==> src/rtl/axi_line_refill_master_pkg.sv <==
// Shared definitions for the cache-line refill master.
// Contents: AXI encodings used on the AR channel and R response, the refill FSM state
// type, and the helper that derives the line offset width from the words-per-line count.
package axi_line_refill_master_pkg;

    localparam logic [1:0] BURST_INCR = 2'b01;
    localparam logic [1:0] BURST_WRAP = 2'b10;
    localparam logic [2:0] SIZE_WORD  = 3'b010;
    localparam logic [1:0] RESP_OKAY  = 2'b00;

    typedef enum logic [2:0] {
        IDLE,
        ARB,
        ADDR,
        DATA,
        DONE
    } refill_state_e;

    // Byte-offset width of one line of 32-bit words.
    function automatic int unsigned off_w(input int unsigned line_words);
        return $clog2(line_words) + 2;
    endfunction

endpackage

==> src/rtl/axi_line_refill_master_if.sv <==
// Bus-side signal bundle of one refill master: arbiter request/grant plus the AXI AR and R
// channels. The master modport belongs to the refill master; the slave modport belongs to
// the arbiter/mux (or a bench standing in for it).
interface axi_line_refill_master_if;

    logic        req;
    logic        grnt;
    logic [3:0]  arid;
    logic [31:0] araddr;
    logic [3:0]  arlen;
    logic [2:0]  arsize;
    logic [1:0]  arburst;
    logic [1:0]  arlock;
    logic [3:0]  arcache;
    logic [2:0]  arprot;
    logic        arvalid;
    logic        arready;
    logic [3:0]  rid;
    logic [31:0] rdata;
    logic [1:0]  rresp;
    logic        rlast;
    logic        rvalid;
    logic        rready;

    modport master (
        output req, arid, araddr, arlen, arsize, arburst, arlock, arcache, arprot, arvalid,
        output rready,
        input  grnt, arready, rid, rdata, rresp, rlast, rvalid
    );

    modport slave (
        input  req, arid, araddr, arlen, arsize, arburst, arlock, arcache, arprot, arvalid,
        input  rready,
        output grnt, arready, rid, rdata, rresp, rlast, rvalid
    );

endinterface

==> src/rtl/axi_line_refill_master_line_buf.sv <==
// Line buffer for the refill master: one 32-bit word written per beat at a word index,
// whole line read out flat (word i at bits [32i+31:32i]).
// Ports: i_clk, i_rst_n (async active-low), i_clr (zero all words), i_we/i_idx/i_wdata
// (word write), o_line (flat line read-out).
module axi_line_refill_master_line_buf #(
    parameter int unsigned  LINE_WORDS = 8,
    localparam int unsigned IDX_W      = $clog2(LINE_WORDS)
) (
    input  logic                    i_clk,
    input  logic                    i_rst_n,
    input  logic                    i_clr,
    input  logic                    i_we,
    input  logic [IDX_W-1:0]        i_idx,
    input  logic [31:0]             i_wdata,
    output logic [32*LINE_WORDS-1:0] o_line
);

    logic [LINE_WORDS-1:0][31:0] r_words;

    always_ff @(posedge i_clk or negedge i_rst_n) begin
        if (!i_rst_n) begin
            r_words <= '0;
        end else if (i_clr) begin
            // Cleared per miss so words a short burst never delivers read as zero.
            r_words <= '0;
        end else if (i_we) begin
            r_words[i_idx] <= i_wdata;
        end
    end

    assign o_line = r_words;

endmodule

==> src/rtl/axi_line_refill_master.sv <==
// Single-outstanding AXI read-burst master refilling one cache line per miss.
// Accepts a miss, requests the bus, issues one burst of LINE_WORDS beats, assembles the
// line and holds it for the cache until acknowledged.
// Ports: i_clk, i_rst_n (async active-low); cache side i_miss_valid/i_miss_addr/o_miss_ready,
// o_refill_valid/o_refill_addr/o_refill_data/o_refill_err/i_refill_ack; bus side via the
// master modport of axi_line_refill_master_if (req/grnt, AR and R channels).
// Optional build macro CRITICAL_WORD_FIRST_EN: WRAP burst starting at the missed word, plus
// o_crit_valid/o_crit_data carrying the first beat. Undefined: INCR burst from the line base.
module axi_line_refill_master
    import axi_line_refill_master_pkg::*;
#(
    parameter int unsigned LINE_WORDS = 8,
    parameter logic [3:0]  ARID_VAL   = 4'h0
) (
    input  logic                     i_clk,
    input  logic                     i_rst_n,
    input  logic                     i_miss_valid,
    input  logic [31:0]              i_miss_addr,
    output logic                     o_miss_ready,
    output logic                     o_refill_valid,
    output logic [31:0]              o_refill_addr,
    output logic [32*LINE_WORDS-1:0] o_refill_data,
    output logic                     o_refill_err,
    input  logic                     i_refill_ack,
`ifdef CRITICAL_WORD_FIRST_EN
    output logic                     o_crit_valid,
    output logic [31:0]              o_crit_data,
`endif
    axi_line_refill_master_if.master bus
);

    localparam int unsigned OFF_W = off_w(LINE_WORDS);
    localparam int unsigned IDX_W = $clog2(LINE_WORDS);
    localparam int unsigned CNT_W = $clog2(LINE_WORDS) + 1;

    localparam logic [31:0]      OFF_MASK = (32'h1 << OFF_W) - 32'h1;
    localparam logic [CNT_W-1:0] CNT_MAX  = CNT_W'(LINE_WORDS);
    localparam logic [CNT_W-1:0] LAST_IDX = CNT_W'(LINE_WORDS - 1);

    refill_state_e    r_state;
    refill_state_e    w_state_next;
    logic [31:0]      r_base;
    logic [31:0]      r_araddr;
    logic             r_err;
    logic [CNT_W-1:0] r_cnt;      // beats accepted, saturating at LINE_WORDS
    logic [IDX_W-1:0] w_widx;
    logic             w_accept;
    logic             w_beat;
    logic             w_room;
    logic             w_beat_err;

`ifdef CRITICAL_WORD_FIRST_EN
    logic [IDX_W-1:0] r_widx;     // write index, starts at the missed word and wraps
    logic             r_crit_valid;
    logic [31:0]      r_crit_data;
`endif

    assign w_accept = i_miss_valid & o_miss_ready;
    assign w_beat   = (r_state == DATA) & bus.rvalid;
    assign w_room   = (r_cnt < CNT_MAX);
    // Any rlast not on the final expected beat (early, or after surplus beats) is an error.
    assign w_beat_err = (bus.rresp != RESP_OKAY) | (bus.rid != ARID_VAL) |
                        (bus.rlast & (r_cnt != LAST_IDX));

`ifdef CRITICAL_WORD_FIRST_EN
    assign w_widx = r_widx;
`else
    assign w_widx = r_cnt[IDX_W-1:0];
`endif

    always_comb begin
        w_state_next = r_state;
        case (r_state)
            IDLE:    if (i_miss_valid)          w_state_next = ARB;
            ARB:     if (bus.grnt)              w_state_next = ADDR;
            ADDR:    if (bus.arready)           w_state_next = DATA;
            DATA:    if (w_beat && bus.rlast)   w_state_next = DONE;
            DONE:    if (i_refill_ack)          w_state_next = IDLE;
            default:                            w_state_next = IDLE;
        endcase
    end

    always_ff @(posedge i_clk or negedge i_rst_n) begin
        if (!i_rst_n) begin
            r_state  <= IDLE;
            r_base   <= '0;
            r_araddr <= '0;
            r_err    <= 1'b0;
            r_cnt    <= '0;
`ifdef CRITICAL_WORD_FIRST_EN
            r_widx       <= '0;
            r_crit_valid <= 1'b0;
            r_crit_data  <= '0;
`endif
        end else begin
            r_state <= w_state_next;
            if (w_accept) begin
                r_base <= i_miss_addr & ~OFF_MASK;
                r_err  <= 1'b0;
                r_cnt  <= '0;
`ifdef CRITICAL_WORD_FIRST_EN
                r_araddr <= i_miss_addr & ~32'h3;
                r_widx   <= i_miss_addr[OFF_W-1:2];
`else
                r_araddr <= i_miss_addr & ~OFF_MASK;
`endif
            end
            if (w_beat) begin
                if (w_room) begin
                    r_cnt <= r_cnt + CNT_W'(1);
`ifdef CRITICAL_WORD_FIRST_EN
                    r_widx <= r_widx + IDX_W'(1);
`endif
                end
                if (w_beat_err) begin
                    r_err <= 1'b1;
                end
            end
`ifdef CRITICAL_WORD_FIRST_EN
            r_crit_valid <= w_beat & (r_cnt == '0);
            if (w_beat && (r_cnt == '0)) begin
                r_crit_data <= bus.rdata;
            end
`endif
        end
    end

    axi_line_refill_master_line_buf #(
        .LINE_WORDS (LINE_WORDS)
    ) u_line_buf (
        .i_clk   (i_clk),
        .i_rst_n (i_rst_n),
        .i_clr   (w_accept),
        .i_we    (w_beat & w_room),
        .i_idx   (w_widx),
        .i_wdata (bus.rdata),
        .o_line  (o_refill_data)
    );

    // Request held from ARB through DATA so the arbiter keeps the grant for the whole burst.
    assign bus.req     = (r_state == ARB) | (r_state == ADDR) | (r_state == DATA);
    assign bus.arvalid = (r_state == ADDR);
    assign bus.rready  = (r_state == DATA);
    assign bus.arid    = ARID_VAL;
    assign bus.araddr  = r_araddr;
    assign bus.arlen   = 4'(LINE_WORDS - 1);
    assign bus.arsize  = SIZE_WORD;
`ifdef CRITICAL_WORD_FIRST_EN
    assign bus.arburst = BURST_WRAP;
    assign o_crit_valid = r_crit_valid;
    assign o_crit_data  = r_crit_data;
`else
    assign bus.arburst = BURST_INCR;
`endif
    assign bus.arlock  = 2'b00;
    assign bus.arcache = 4'b0000;
    assign bus.arprot  = 3'b000;

    assign o_miss_ready   = (r_state == IDLE);
    assign o_refill_valid = (r_state == DONE);
    assign o_refill_addr  = r_base;
    assign o_refill_err   = r_err;

endmodule
==> src/flat_wrapper.sv <==
// flat-port wrapper written by rule: the top's interface ports become plain ports
module axi_line_refill_master_flat import axi_line_refill_master_pkg::*;
#(
    parameter int unsigned LINE_WORDS = 8,
    parameter logic [3:0]  ARID_VAL   = 4'h0
)
  (i_clk, i_rst_n, i_miss_valid, i_miss_addr, o_miss_ready, o_refill_valid, o_refill_addr, o_refill_data, o_refill_err, i_refill_ack, bus_req, bus_arid, bus_araddr, bus_arlen, bus_arsize, bus_arburst, bus_arlock, bus_arcache, bus_arprot, bus_arvalid, bus_rready, bus_grnt, bus_arready, bus_rid, bus_rdata, bus_rresp, bus_rlast, bus_rvalid);
  axi_line_refill_master_if bus_i ();
  input  logic i_clk;
  input  logic i_rst_n;
  input  logic i_miss_valid;
  input  logic [31:0] i_miss_addr;
  output logic o_miss_ready;
  output logic o_refill_valid;
  output logic [31:0] o_refill_addr;
  output logic [32*LINE_WORDS-1:0] o_refill_data;
  output logic o_refill_err;
  input  logic i_refill_ack;
  output wire logic [$bits(bus_i.req)-1:0] bus_req;
  output wire logic [$bits(bus_i.arid)-1:0] bus_arid;
  output wire logic [$bits(bus_i.araddr)-1:0] bus_araddr;
  output wire logic [$bits(bus_i.arlen)-1:0] bus_arlen;
  output wire logic [$bits(bus_i.arsize)-1:0] bus_arsize;
  output wire logic [$bits(bus_i.arburst)-1:0] bus_arburst;
  output wire logic [$bits(bus_i.arlock)-1:0] bus_arlock;
  output wire logic [$bits(bus_i.arcache)-1:0] bus_arcache;
  output wire logic [$bits(bus_i.arprot)-1:0] bus_arprot;
  output wire logic [$bits(bus_i.arvalid)-1:0] bus_arvalid;
  output wire logic [$bits(bus_i.rready)-1:0] bus_rready;
  input wire logic [$bits(bus_i.grnt)-1:0] bus_grnt;
  input wire logic [$bits(bus_i.arready)-1:0] bus_arready;
  input wire logic [$bits(bus_i.rid)-1:0] bus_rid;
  input wire logic [$bits(bus_i.rdata)-1:0] bus_rdata;
  input wire logic [$bits(bus_i.rresp)-1:0] bus_rresp;
  input wire logic [$bits(bus_i.rlast)-1:0] bus_rlast;
  input wire logic [$bits(bus_i.rvalid)-1:0] bus_rvalid;
  assign bus_req = bus_i.req;
  assign bus_arid = bus_i.arid;
  assign bus_araddr = bus_i.araddr;
  assign bus_arlen = bus_i.arlen;
  assign bus_arsize = bus_i.arsize;
  assign bus_arburst = bus_i.arburst;
  assign bus_arlock = bus_i.arlock;
  assign bus_arcache = bus_i.arcache;
  assign bus_arprot = bus_i.arprot;
  assign bus_arvalid = bus_i.arvalid;
  assign bus_rready = bus_i.rready;
  assign bus_i.grnt = bus_grnt;
  assign bus_i.arready = bus_arready;
  assign bus_i.rid = bus_rid;
  assign bus_i.rdata = bus_rdata;
  assign bus_i.rresp = bus_rresp;
  assign bus_i.rlast = bus_rlast;
  assign bus_i.rvalid = bus_rvalid;
  axi_line_refill_master #(.LINE_WORDS(LINE_WORDS), .ARID_VAL(ARID_VAL)) u_core (.i_clk(i_clk), .i_rst_n(i_rst_n), .i_miss_valid(i_miss_valid), .i_miss_addr(i_miss_addr), .o_miss_ready(o_miss_ready), .o_refill_valid(o_refill_valid), .o_refill_addr(o_refill_addr), .o_refill_data(o_refill_data), .o_refill_err(o_refill_err), .i_refill_ack(i_refill_ack), .bus(bus_i));
endmodule
==> config.mk <==
export PLATFORM = sky130hd
export DESIGN_NAME = axi_line_refill_master_flat
export DESIGN_NICKNAME = d
export VERILOG_FILES = /design/src/rtl/axi_line_refill_master_pkg.sv /design/src/rtl/axi_line_refill_master_if.sv /design/src/rtl/axi_line_refill_master_line_buf.sv /design/src/rtl/axi_line_refill_master.sv /design/src/flat_wrapper.sv
export SDC_FILE = /design/constraint.sdc
export NUM_CORES = 1
export LEC_CHECK = 0
export BUFFER_PORTS_ARGS = -buffer_cell sky130_fd_sc_hd__buf_2
export CORE_MARGIN = 2
export CORE_UTILIZATION = 51
export CTS_CLUSTER_DIAMETER = 200
export DETAILED_ROUTE_END_ITERATION = 10
export PLACE_DENSITY = 0.82
export RECOVER_POWER = 25
export SYNTH_ARGS = -nofsm -noshare
export SYNTH_HDL_FRONTEND = slang
export SYNTH_HIERARCHICAL = 1
export SYNTH_SLANG_ARGS = --single-unit
==> constraint.sdc <==
create_clock -name i_clk -period 4.7 [get_ports i_clk]
set_clock_uncertainty 0.2 [all_clocks]
set_input_delay 0 -clock i_clk [delete_from_list [all_inputs] [get_ports i_clk]]
set_output_delay 0 -clock i_clk [all_outputs]
set_load 0.005 [all_outputs]
# == Word-level counts from Yosys, hierarchy flattened ==
# Index checks and enable logic that the tools add are counted.
# word_totals
regBits,291
inputBits,78
output_inout_bits,348
word_cells,58
# classes
addsub,1
order_cmp,3
n_eq_ne,10
muxes,17
bitwise,8
reduce_logical,7
# op_table
operator,n
256-bit 2-to-1 mux,2
256-bit bitwise mux,1
32-bit demux with 3-bit select,1
32-bit 2-to-1 mux,1
3-bit 2-to-1 mux,5
3-bit case mux with 5 select lines,1
4-bit 2-to-1 mux,3
"3-bit by 2-bit equality test with 1-bit output, second input constant",2
"2-bit by 1-bit inequality test with 1-bit output, second input constant",3
5-bit AND reduction,1
"4-bit by 1-bit adder with 4-bit output, second input constant",1
1-bit AND,4
"3-bit by 4-bit less-than comparator with 1-bit output, second input constant",1
"4-bit less-than comparator, second input constant",1
"2-bit inequality test, second input constant",2
"4-bit by 3-bit inequality test with 1-bit output, second input constant",1
1-bit OR,4
2-bit nonzero test,2
4-bit nonzero test,1
"3-bit by 1-bit equality test with 1-bit output, second input constant",1
"3-bit equality test, second input constant",1
"3-bit by 1-bit greater-or-equal comparator with 1-bit output, second input constant",1
3-bit zero test,1
1-bit 2-to-1 mux,3
1-bit logical AND,2

# == Longest topological paths before layout ==
# Gate-level depths: netlist of run 1.
# logic_depth
word_depth,7
depth_mapped,11
depth_no_buf,4

# == Cells and area by module ==
# Netlist of run 1, hierarchy kept.
# by_module_without_submodules
mod,n_inst,cells_per_inst,area_per_inst_um2,seq_area_each_um2
axi_line_refill_master_line_buf,1,908,11328.4,6406.1
axi_line_refill_master,1,170,2060.7,875.8

# == Worst setup path before layout of run 1 ==
# No wires, ideal clock.
# synth_path
path_kind,flip-flop to flip-flop
from,register u_core.r_state[2]
to,"register u_core.u_line_buf.r_words, in the netlist u_core/u_line_buf/o_line[235]"
setup_time_ns,0.146
arrival_time_ns,2.283
required_time_ns,4.354
setup_slack_ns,2.071
path_stages_with_launch,12
path_buffers,7
period_less_slack_ns,2.629
cell_sequence,dfrtp_1 buf_6 or4b_4 buf_6 buf_6 inv_1 clkbuf_1 buf_2 clkbuf_1 clkbuf_1 nand2b_1 mux2i_1
# synth_via
word_cells_on_any_way,7
classes_between,eq/ne (1); mux (1); bitwise (3); reduce/logical (2)
# synth_lines
element,line,source
start: declaration,axi_line_refill_master.sv:40,refill_state_e r_state;
start signal: assignment,axi_line_refill_master.sv:96,r_state <= w_state_next;
3-bit zero test (*),axi_line_refill_master.sv:159,assign o_miss_ready = (r_state == IDLE);
1-bit AND (*),axi_line_refill_master.sv:58,assign w_accept = i_miss_valid & o_miss_ready;
named net u_core.w_accept,axi_line_refill_master.sv:47,logic w_accept;
256-bit 2-to-1 mux / 2-bit nonzero test (equally long branches),-,
end signal: indexed assignment,axi_line_refill_master_line_buf.sv:27,r_words[i_idx] <= i_wdata;
end: declaration,axi_line_refill_master_line_buf.sv:18,logic [LINE_WORDS-1:0][31:0] r_words;
# Mark *: on every way through the listed nets, which the timed path passes. The rest lies on a longest branch.
# A chain may end at the register's enable or synchronous reset.

# == Final worst setup path of run 1 ==
# layout_path
from,register u_core.r_state[1]
to,"register u_core.u_line_buf.r_words, in the netlist u_core/u_line_buf/o_line[199]"
# layout_via
elab_chain_len,4
word_cells_on_any_way,7
classes_between,eq/ne (1); mux (1); bitwise (3); reduce/logical (2)
# layout_rtl
element,line,source
3-bit by 2-bit equality test with 1-bit output,axi_line_refill_master.sv:59,assign w_beat = (r_state == DATA) & bus.rvalid;
1-bit AND,axi_line_refill_master.sv:59,
1-bit AND,axi_line_refill_master.sv:134,".i_we (w_beat & w_room),"
2-bit nonzero test (no line),-,
# Parallel ways exist; a longest one is shown, timed or not.

==> results by group, run 1 <==
GRT
  – Gr usage total: 0.256
  – GRT met2 Usage: 0.436
  – Vias in the first global route: 9831
  – First-pass GRT wire length: 56300 um
  – Initial antenna violation count: 0
  – Largest net degree at the start of global routing: 140
  – Met1 Use GR: 0.327
  – Most used routing layer: met2
  – Grt total ovfl: 0
  – Met3 usage: 0.0536

STA
  – F_max: 0.297 GHz
  – Minimum clock period: 3.36 ns
  – Hold_ws: 0.0337 ns
  – Final setup TNS: 0 ns
  – Endpoints failing setup: 0
  – Final hold violations: 0
  – Max Transition Viols Final: 98
  – Period utilisation layout: 0.716
  – Actual slew at the worst max-slew pin: 2.34 ns
  – RSZ-0062 raised after global routing: false
  – Worst rel slew slack: -0.557

Power
  – Clock power share: 0.286
  – Sw frac: 0.317
  – Max VDD drop: 403 uV
  – Internal Pwr Total: 6.45 mW
  – Leakage power: 9.54 nW
  – Sequential share of power: 0.403
  – Pwr/cell area: 563 nW/um^2
  – P_sw: 2.99 mW
  – Gate power share: 0.310
  – Design Power: 9.44 mW

Clock network
  – Reg clk slew, reported paths: 0.06 ns
  – Clock Tree Buf Depth: 3
  – Root buf cell: clkbuf_16
  – CTS buffer count: 30
  – PostCTS Resize Cnt: 0
  – Post-CTS setup buffers: 0
  – Hold buffer count at cts: 73
  – CTS tree: done
  – Clk Latency, worst-skew pair: 0.54 ns
  – Clock Sinks: 291
  – Htree depth: 1

Yosys
  – Share of the synthesized area in the top cell type: 0.544
  – Area leader, netlist: dfrtp_1
  – Library cells used by synthesis: 39
  – Cells after Synth: 1078
  – Most frequent cell after synthesis: dfrtp_1
  – Sequential area share after synthesis: 0.544
  – Number of synthesized flops with an enable pin: 0
  – Cell area after synthesis: 13400 sq um
  – Seq cells post-synth: 291
  – Mapped Avg Cell Area: 12.4 sq um
  – Async SR Flop Fraction: 1.00
  – Synth Warn #: 6
  – Most area-consuming cells after synthesis: dfrtp_1 (54%), mux2i_1 (19%), nand2b_1 (13%), buf_4 (3.3%), mux2_4 (2.7%)
  – Synth Flop Type: dfrtp_1
  – Post-synth top cells: dfrtp_1 (291), nand2b_1 (288), mux2i_1 (257)

Drt
  – DRC: 0
  – Drt first pass iters: 5
  – Routed Antenna Nets: 0
  – DR vias: 9251
  – Routed WL: 36000 um
  – Avg WL per Cell: 19.9 um
  – Iter 0 DRT Violations: 704
  – DR vias/cell: 5.12

Die
  – # IOs: 426
  – Initial core utilization: 0.517
  – DIE WIDTH: 166 um
  – Die area: 27600 sq um
  – Core area: 25900 sq um
  – Num rows: 59
  – Die Span Y: 166 um

Min path
  – Hold WC Path Type: in -> reg
  – Min-delay src: i_miss_addr[18]

Layout
  – P&R area growth vs syn: 25.3%
  – Layout cells sized above 1: 0.251
  – Antenna diodes: 0
  – Fin nets: 1527

Worst setup path
  – Worst path arrival time: 3.57 ns
  – Reg2reg start: u_core/r_state[1]$_DFFE_PN0P_
  – Worst path required time: 4.91 ns
  – Crit. End Element: register
  – CP Max Fanout: 22
  – Kind of critical path: reg -> reg
  – Startpoint Class: register
  – Critical Path Source: u_core/r_state[1]$_DFFE_PN0P_

Placement
  – DP HPWL: 22200 um
  – PortBufs: 388
  – Placer Congestion: 0.794

Job
  – Max_cap viols: 1

Status
  – Failing checks: capacitance limit, slew limit
  – Outcome: complete, but fails checks
[metrics by stage]
stage / cells / util / area, sq um / setup slack (ns)
after floorplan: 1108 / - / 13500 / 2.07
after global placement: 1678 / 0.582 / 15100 / 1.49
after detailed placement: 1678 / 0.582 / 15100 / 1.40
after CTS: 1806 / 0.655 / 17000 / 1.40
after global routing: 1806 / 0.648 / 16800 / 0.908
final: 1806 / 0.648 / 16800 / 1.34
[metal layers]
metal,vias to the layer above,part of all wire
met5,-,0
met4,0,0.035
met3,82,0.062
met2,327,0.49
met1,4656,0.41
li1,4186,-
[worst max-delay path, cell delays in order (launching register included)]
cell	delay, ns
dfrtp_1	0.57
nand4b_1	0.40
nor2_1	0.19
buf_4	0.23
nand4b_1	0.92
buf_12	0.55
mux2i_1	0.15
[kinds of logic (layout without fill, tap and decap cells)]
family	after synthesis	after routing	share of synthesized area
DFF	291	291	0.544
buffers and inverters	169	532	0.0752
other	2	32	0.000561
AOI/OAI and AO/OA	12	12	0.00626
adders and majority gates	1	1	0.000934
and+or+nand+nor	319	319	0.152
muxes	284	284	0.222
[path summary, 6_finish.rpt]
path | to | slack, ns | depth (start not counted)
max in group asynchronous | u_core/u_line_buf/o_line[186]$_DFFE_PN0P_ | 1.44 | 4
setup reg to reg | u_core/u_line_buf/o_line[199]$_DFFE_PN0P_ | 1.34 | 6
hold / removal | u_core/bus.araddr[18]$_DFFE_PN0P_ | 0.03 | 3
hold reg to reg | u_core/u_line_buf/o_line[77]$_DFFE_PN0P_ | 0.34 | 2
min in group asynchronous | u_core/u_line_buf/o_line[179]$_DFFE_PN0P_ | 0.78 | 4
setup / recovery | u_core/u_line_buf/o_line[199]$_DFFE_PN0P_ | 1.34 | 6
[registers in the layout (all words and copies together) (netlist names)]
| signal | count |
|---|---|
| u_core/bus.araddr | 27 |
| u_core/o_refill_err | 1 |
| u_core/r_cnt | 4 |
| u_core/r_state | 3 |
| u_core/u_line_buf/o_line | 256 |
[cell usage in the layout (no fill, tap or decap), types with 4 or more instances in the layout]
cell	instances
mux2_4	24
buf_12	4
nand2b_1	288
dfrtp_1	291
nand4b_1	4
buf_2	268
clkbuf_16	31
buf_4	8
clkbuf_8	5
clkinv_2	6
dlygate4sd3_1	72
mux2i_1	257
nand2_1	4
conb_1	32
bufinv_16	8
clkbuf_1	123
[layout make-up]
class	count	area (sq um)
Fill cell	1959	9130
Sequential cell	291	7280
Multi-Input combinational cell	648	5260
Timing Repair Buffer	473	2660
Clock buffer	39	856
Tap cell	335	419
Clock inverter	16	285
Inverter	4	20.0
[power by group through the flow]
stage / clock network (mW) / logic, mW / registers [mW]
3_3_place_gp: 0 / 2.82 / 3.76
6_report: 2.70 / 2.93 / 3.81
2_1_floorplan: 0 / 1.72 / 3.80
4_1_cts: 2.75 / 3.01 / 3.78
3_5_place_dp: 0 / 2.91 / 3.80
5_1_grt: 2.85 / 3.19 / 3.91
Note: power is estimated with default switching activity, not from simulation.
==> inputs of run 2 (changes only) <==
--- a/config.mk
+++ b/config.mk
@@ -7,10 +7,10 @@
 export LEC_CHECK = 0
 export BUFFER_PORTS_ARGS = -buffer_cell sky130_fd_sc_hd__buf_2
 export CORE_MARGIN = 2
-export CORE_UTILIZATION = 51
+export CORE_UTILIZATION = 46
 export CTS_CLUSTER_DIAMETER = 200
 export DETAILED_ROUTE_END_ITERATION = 10
-export PLACE_DENSITY = 0.82
+export PLACE_DENSITY = 0.78
 export RECOVER_POWER = 25
 export SYNTH_ARGS = -nofsm -noshare
 export SYNTH_HDL_FRONTEND = slang
==> constraint.sdc (replaced) <==
create_clock -name i_clk -period 3.02 [get_ports i_clk]
set_clock_uncertainty 0.2 [all_clocks]
set_input_delay 0 -clock i_clk [delete_from_list [all_inputs] [get_ports i_clk]]
set_output_delay 0 -clock i_clk [all_outputs]
set_load 0.005 [all_outputs]
==> run 2 against run 1 <==
The run now ends clean. Routed wire length down 1.1%. Cell count grew 3.8%. Critical path depth unchanged. Critical endpoint is now u_core/o_refill_err$_DFF_PN0_. Largest cell class unchanged. Sequential power up 56%. Final area up 0.56%. Clock power is 39% higher. Die area increased by 11%.
==> results by group, run 2 (same netlist as run 1, synthesis figures left out) <==
Status
  – Outcome: finished clean

Layout
  – Most frequent cells in the layout: dfrtp_1 (289), nand2b_1 (288), mux2i_1 (257)
  – Most common cell after layout, fill and taps aside: dfrtp_1
  – P&R area growth vs syn: 26.0%
  – Post-layout utilization of the core: 0.588 (-0.0597)
  – Finished layout cell area: 16900 sq um (+0.56%)
  – Fillers: 2331 (+19%)
  – Antenna diodes: 0 (unchanged)
  – Final std cells w/o fill: 1875 (+3.8%)
  – Area of the multi-input gates: 5260 sq um (unchanged)
  – Register area: 7280 sq um (about the same)
  – Number of flip-flops in the largest register: 256 (unchanged)
  – Layout cells sized above 1: 0.245 (-0.00605)
  – Fin nets: 1549 (+1.4%)

Worst setup path
  – Reg2reg start: u_core/r_cnt[0]$_DFF_PN0_
  – Startpoint Class: register
  – Worst reg2reg endpoint: u_core/o_refill_err$_DFF_PN0_
  – Crit. End Element: register
  – FF-to-FF path depth: 6 (unchanged)
  – Critical Path Source: u_core/r_cnt[0]$_DFF_PN0_
  – CP Max Fanout: 14 (-36%)
  – CP Capture Point: u_core/o_refill_err$_DFF_PN0_
  – Kind of critical path: reg -> reg
  – Worst path required time: 3.25 ns (-1.66 ns)
  – Worst path arrival time: 3.07 ns (-0.50 ns)
  – Reg2Reg Setup Slack: 0.18 ns (-1.16 ns)

Die
  – Die area: 30500 sq um (+11%)
  – Die Span Y: 175 um (+5.2%)
  – Initial core utilization: 0.466 (-0.0503)
  – # IOs: 426 (unchanged)
  – Core area: 28700 sq um (+11%)
  – Num rows: 62 (+5.1%)
  – DIE WIDTH: 175 um (+5.2%)

STA
  – Worst rel slew slack: 0.504 (+1.06)
  – Minimum clock period: 2.84 ns (-0.522 ns)
  – RSZ-0062 raised after global routing: false
  – Max Transition Viols Final: 0 (-100%)
  – Final setup TNS: 0 ns (unchanged)
  – Actual slew at the worst max-slew pin: 0.744 ns (-1.59 ns)
  – Endpoints failing setup: 0 (unchanged)
  – F_max: 0.352 GHz (+18%)
  – Setup slack after layout: 0.177 ns (-1.16 ns)
  – Hold_ws: 0.0251 ns (-0.00865 ns)
  – Period utilisation layout: 0.941 (+0.226)
  – Final hold violations: 0 (unchanged)

GRT
  – Largest net degree at the start of global routing: 115 (-18%)
  – Initial antenna violation count: 0 (unchanged)
  – Grt total ovfl: 0 (unchanged)
  – Gr usage total: 0.229 (-0.0275)
  – Vias in the first global route: 9836 (+0.051%)
  – First-pass GRT wire length: 55900 um (-0.77%)

Drt
  – DR vias: 9321 (+0.76%)
  – DR vias/cell: 4.97 (-3.0%)
  – Drt first pass iters: 4 (-1)
  – DRC: 0 (unchanged)
  – Avg WL per Cell: 19.0 um (-4.7%)
  – Routed Antenna Nets: 0 (unchanged)
  – Routed WL: 35600 um (-1.1%)
  – Iter 0 DRT Violations: 528 (-25%)

Clock network
  – Htree depth: 1 (unchanged)
  – Reg clk slew, reported paths: 0.06 ns (about the same)
  – Clk Latency, worst-skew pair: 0.54 ns (about the same)
  – Clock Sinks: 291 (unchanged)
  – Post-CTS setup buffers: 0 (unchanged)
  – Root buf cell: clkbuf_16
  – CTS tree: done
  – CTS buffer count: 31 (+3.3%)
  – Clock Tree Buf Depth: 3 (unchanged)

Placement
  – Placer Congestion: 0.803 (+1.1%)
  – Dpl cells: 1748 (+4.2%)
  – DP HPWL: 22900 um (+3.0%)
  – Worst slack at placement: 0.513 ns (-0.889 ns)
  – PortBufs: 388 (unchanged)
  – Post-DP Area: 15300 sq um (+1.5%)

Power
  – Max VDD drop: 597 uV (+48%)
  – Pwr/cell area: 841 nW/um^2 (+49%)
  – Design Power: 14.2 mW (+50%)
  – Sequential share of power: 0.418 (+0.015)
  – Internal Pwr Total: 9.62 mW (+49%)
  – Sw frac: 0.322 (+0.00491)
  – Leakage power: 9.48 nW (-0.57%)
  – Clock power share: 0.264 (-0.022)
  – P_sw: 4.56 mW (+53%)
  – Gate power share: 0.318 (+0.008)

Job
  – Max_cap viols: 0 (-1)

Min path
  – Hold WC Path Type: in -> reg
run 2: changes by cell type in the layout (fill, tap and decap cells not counted), moves of 2 or more:
cell / before / now
dfrtp_1: 291 / 289
clkinv_4: 0 / 2
buf_2: 268 / 246
clkbuf_1: 123 / 146
clkinv_2: 6 / 2
buf_4: 8 / 28
buf_1: 0 / 2
dfrtp_2: 0 / 2
bufinv_16: 8 / 2
clkbuf_8: 5 / 8
run 2: power by group through the flow:
| stage | registers (mW) | clock network [mW] | logic (mW) |
|---|---|---|---|
| 2_1_floorplan | 5.91 | 0 | 2.68 |
| 3_3_place_gp | 5.88 | 0 | 4.40 |
| 3_5_place_dp | 5.93 | 0 | 4.52 |
| 4_1_cts | 5.89 | 3.82 | 4.66 |
| 5_1_grt | 6.08 | 4.00 | 4.91 |
| 6_report | 5.93 | 3.75 | 4.51 |
run 2: worst max-delay path, cell delays in order, from the launching register on:
cell	delay, ns
dfrtp_2	0.51
ha_1	0.23
nand3b_1	0.13
a2111oi_0	0.42
dlygate4sd3_1	0.61
o21ai_0	0.07
dlygate4sd3_1	0.56
run 2: what timing repair did:
item / in CTS / in global routing
endpoints found under the setup margin: 0 / 1
endpoints found under the hold margin: 573 / 0
hold buffers: 73 / 0
gates resized for setup: 0 / 2
run 2: final cells by class:
type,count,share of cell area
multi-input cells,648,0.312
flip-flops and latches,291,0.432
clock inverters,8,0.00608
inverters,4,0.00104
repair buffers,494,0.167
clock buffers,46,0.0540
well taps,384,0.0285
run 2: worst min path at each step:
stage	startpoint	end	slack, ns	cells past startpoint
after floorplan	i_rst_n	u_core/bus.araddr[10]$_DFFE_PN0P_	-0.50	0
after global placement	i_rst_n	u_core/u_line_buf/o_line[94]$_DFFE_PN0P_	-0.11	1
after detailed placement	i_rst_n	u_core/u_line_buf/o_line[94]$_DFFE_PN0P_	-0.12	1
after CTS	i_miss_addr[21]	u_core/bus.araddr[21]$_DFFE_PN0P_	0.002	3
after global routing	i_miss_addr[23]	u_core/bus.araddr[23]$_DFFE_PN0P_	0.01	3
final	i_miss_addr[5]	u_core/bus.araddr[5]$_DFFE_PN0P_	0.03	3
run 2: metal layers:
metal  track usage  vias up  share of wire
li1              -     4238              -
met1         0.294     4698           0.42
met2         0.389      321           0.49
met3        0.0527       64          0.068
met4        0.0642        0          0.026
met5             0        -              0
==> inputs of run 3 (changes only) <==
--- a/config.mk
+++ b/config.mk
@@ -11,7 +11,7 @@
 export CTS_CLUSTER_DIAMETER = 200
 export DETAILED_ROUTE_END_ITERATION = 10
 export PLACE_DENSITY = 0.78
-export RECOVER_POWER = 25
+export RECOVER_POWER = 100
 export SYNTH_ARGS = -nofsm -noshare
 export SYNTH_HDL_FRONTEND = slang
 export SYNTH_HIERARCHICAL = 1
==> run 3 against run 2 <==
Routed wire length down 0.43%. Clock-buffer cell count did not move. First-iteration DRC count grew 9.1%. Power down 2.0%. Sequential cell count is the same. Global-route usage did not move. Via count is essentially flat. Sequential power about the same. Die area unchanged. Register-to-register slack barely moved. Core utilization down 0.89 points. Worst setup slack got worse by 0.0073 ns.
==> results by group, run 3 (same netlist as run 1, synthesis figures left out) <==
Status
  – Outcome: finished clean

Worst setup path
  – Crit. End Element: register
  – Worst path bufs/invs: 2 (unchanged)
  – Startpoint Class: register
  – Worst path arrival time: 3.08 ns (about the same)
  – FF-to-FF path depth: 6 (unchanged)
  – Crit path cell chain: ha_1 -> nand3b_1 -> a2111oi_0 -> dlygate4sd3_1 -> o21ai_0 -> dlygate4sd3_1
  – CP delay by family, top: buffers and inverters
  – Crit path largest cell delay: 0.61 ns (about the same)
  – Kind of critical path: reg -> reg
  – CP dominant cell by count: dlygate4sd3_1
  – Slowest cell on crit path: dlygate4sd3_1
  – Worst reg2reg endpoint: u_core/o_refill_err$_DFF_PN0_
  – Reg2Reg Setup Slack: 0.17 ns (about the same)
  – Reg2reg start: u_core/r_cnt[0]$_DFF_PN0_
  – Worst path required time: 3.25 ns (about the same)
  – CP Max Fanout: 14 (unchanged)

STA
  – Period utilisation layout: 0.944 (+0.00241)
  – Setup slack after layout: 0.170 ns (-0.00728 ns)
  – F_max: 0.351 GHz (-0.26%)
  – Final setup TNS: 0 ns (unchanged)
  – Worst rel slew slack: 0.119 (-0.385)
  – Max Transition Viols Final: 0 (unchanged)
  – RSZ-0062 raised after global routing: false
  – Minimum clock period: 2.85 ns (+0.00728 ns)
  – Actual slew at the worst max-slew pin: 1.32 ns (+0.577 ns)
  – Final hold violations: 0 (unchanged)
  – Endpoints failing setup: 0 (unchanged)

Clock network
  – CTS buffer count: 31 (unchanged)
  – Clock Sinks: 291 (unchanged)
  – Htree depth: 1 (unchanged)
  – Root buf cell: clkbuf_16
  – Clk Latency, worst-skew pair: 0.54 ns (about the same)
  – Post-CTS setup buffers: 0 (unchanged)
  – Reg clk slew, reported paths: 0.06 ns (about the same)
  – CTS tree: done
  – Clock Tree Buf Depth: 3 (unchanged)

Layout
  – Antenna diodes: 0 (unchanged)
  – P&R area growth vs syn: 24.1%
  – Most frequent cells in the layout: dfrtp_1 (289), nand2b_1 (288), mux2i_1 (257)
  – Most common cell after layout, fill and taps aside: dfrtp_1
  – Fillers: 2423 (+3.9%)
  – Register area: 7280 sq um (unchanged)
  – Fin nets: 1549 (unchanged)
  – Number of flip-flops in the largest register: 256 (unchanged)
  – Area of the multi-input gates: 5170 sq um (-1.8%)
  – Layout cells sized above 1: 0.182 (-0.0624)
  – Post-layout utilization of the core: 0.579 (-0.00889)
  – Finished layout cell area: 16600 sq um (-1.5%)

Die
  – DIE WIDTH: 175 um (unchanged)
  – Core area: 28700 sq um (unchanged)
  – Die area: 30500 sq um (unchanged)
  – Initial core utilization: 0.466 (unchanged)
  – Die Span Y: 175 um (unchanged)
  – # IOs: 426 (unchanged)
  – Num rows: 62 (unchanged)

GRT
  – Gr usage total: 0.229 (unchanged)
  – Initial antenna violation count: 0 (unchanged)
  – Grt total ovfl: 0 (unchanged)
  – Largest net degree at the start of global routing: 115 (unchanged)
  – Vias in the first global route: 9836 (unchanged)
  – First-pass GRT wire length: 55900 um (unchanged)

Min path
  – Min-delay src: i_miss_addr[5]
  – Hold WC Path Type: in -> reg
  – Hold depth: 3 (unchanged)
  – Hold Crit Endpoint: u_core/bus.araddr[5]$_DFFE_PN0P_

Drt
  – Routed Antenna Nets: 0 (unchanged)
  – DR vias: 9327 (+0.064%)
  – DRC: 0 (unchanged)
  – Iter 0 DRT Violations: 576 (+9.1%)
  – Drt first pass iters: 5 (+1)
  – Routed WL: 35400 um (-0.43%)
  – DR vias/cell: 4.97 (about the same)
  – Avg WL per Cell: 18.9 um (-0.43%)

Placement
  – DP HPWL: 22900 um (unchanged)
  – Worst slack at placement: 0.513 ns (unchanged)
  – Placer Congestion: 0.803 (unchanged)
  – PortBufs: 388 (unchanged)
  – Post-DP Area: 15300 sq um (unchanged)

Power
  – Leakage power: 9.08 nW (-4.2%)
  – Pwr/cell area: 837 nW/um^2 (-0.49%)
  – Max VDD drop: 597 uV (about the same)

Job
  – Max_cap viols: 0 (unchanged)
-- run 3: worst max-delay path by stage --
stage	endpoint	cells after the start	start	slack, ns
after floorplan	u_core/u_line_buf/o_line[235]$_DFFE_PN0P_	11	u_core/r_state[2]$_DFFE_PN0P_	0.39
after global placement	u_core/u_line_buf/o_line[5]$_DFFE_PN0P_	6	u_core/r_state[2]$_DFFE_PN0P_	0.53
after detailed placement	u_core/u_line_buf/o_line[30]$_DFFE_PN0P_	6	u_core/r_state[2]$_DFFE_PN0P_	0.51
after CTS	u_core/o_refill_err$_DFF_PN0_	6	u_core/r_cnt[0]$_DFF_PN0_	0.07
after global routing	u_core/o_refill_err$_DFF_PN0_	6	u_core/r_cnt[0]$_DFF_PN0_	0.008
final	u_core/o_refill_err$_DFF_PN0_	6	u_core/r_cnt[0]$_DFF_PN0_	0.17
-- run 3: through the flow --
stage,power [mW],cells,hold slack (ns)
6_report,13.9,1875,0.00818
5_1_grt,14.7,1875,0.00545
4_1_cts,14.4,1875,0.00208
3_5_place_dp,10.5,1748,-0.124
3_3_place_gp,10.3,1748,-0.113
2_1_floorplan,8.58,1108,-0.496
-- run 3: worst min-delay path, cell delays in order --
cell	delay, ns
dlygate4sd3_1	0.52
buf_2	0.09
mux2_1	0.11
-- run 3: cell type report --
class,count,area share
multi-input cells,648,0.311
flip-flops and latches,291,0.438
well taps,384,0.0289
clock inverters,8,0.00617
inverters,4,0.000979
repair buffers,494,0.160
clock buffers,46,0.0549
-- run 3: where the power goes --
part	switching, mW	internal (mW)
sequential	0.829	5.10
combinational	2.20	2.02
clock	1.51	2.24
total	4.54	9.37
-- run 3: layer usage --
layer  part of all wire  global-route usage
met5                  0                   0
met4              0.028              0.0642
met3              0.067              0.0527
met2               0.49               0.389
met1               0.41               0.294
-- run 3: what timing repair did --
action / 4_1_cts / 5_1_grt
resized for setup: 0 / 2
endpoints found under the setup margin: 0 / 1
endpoints found under the hold margin: 573 / 0
hold buffers: 73 / 0
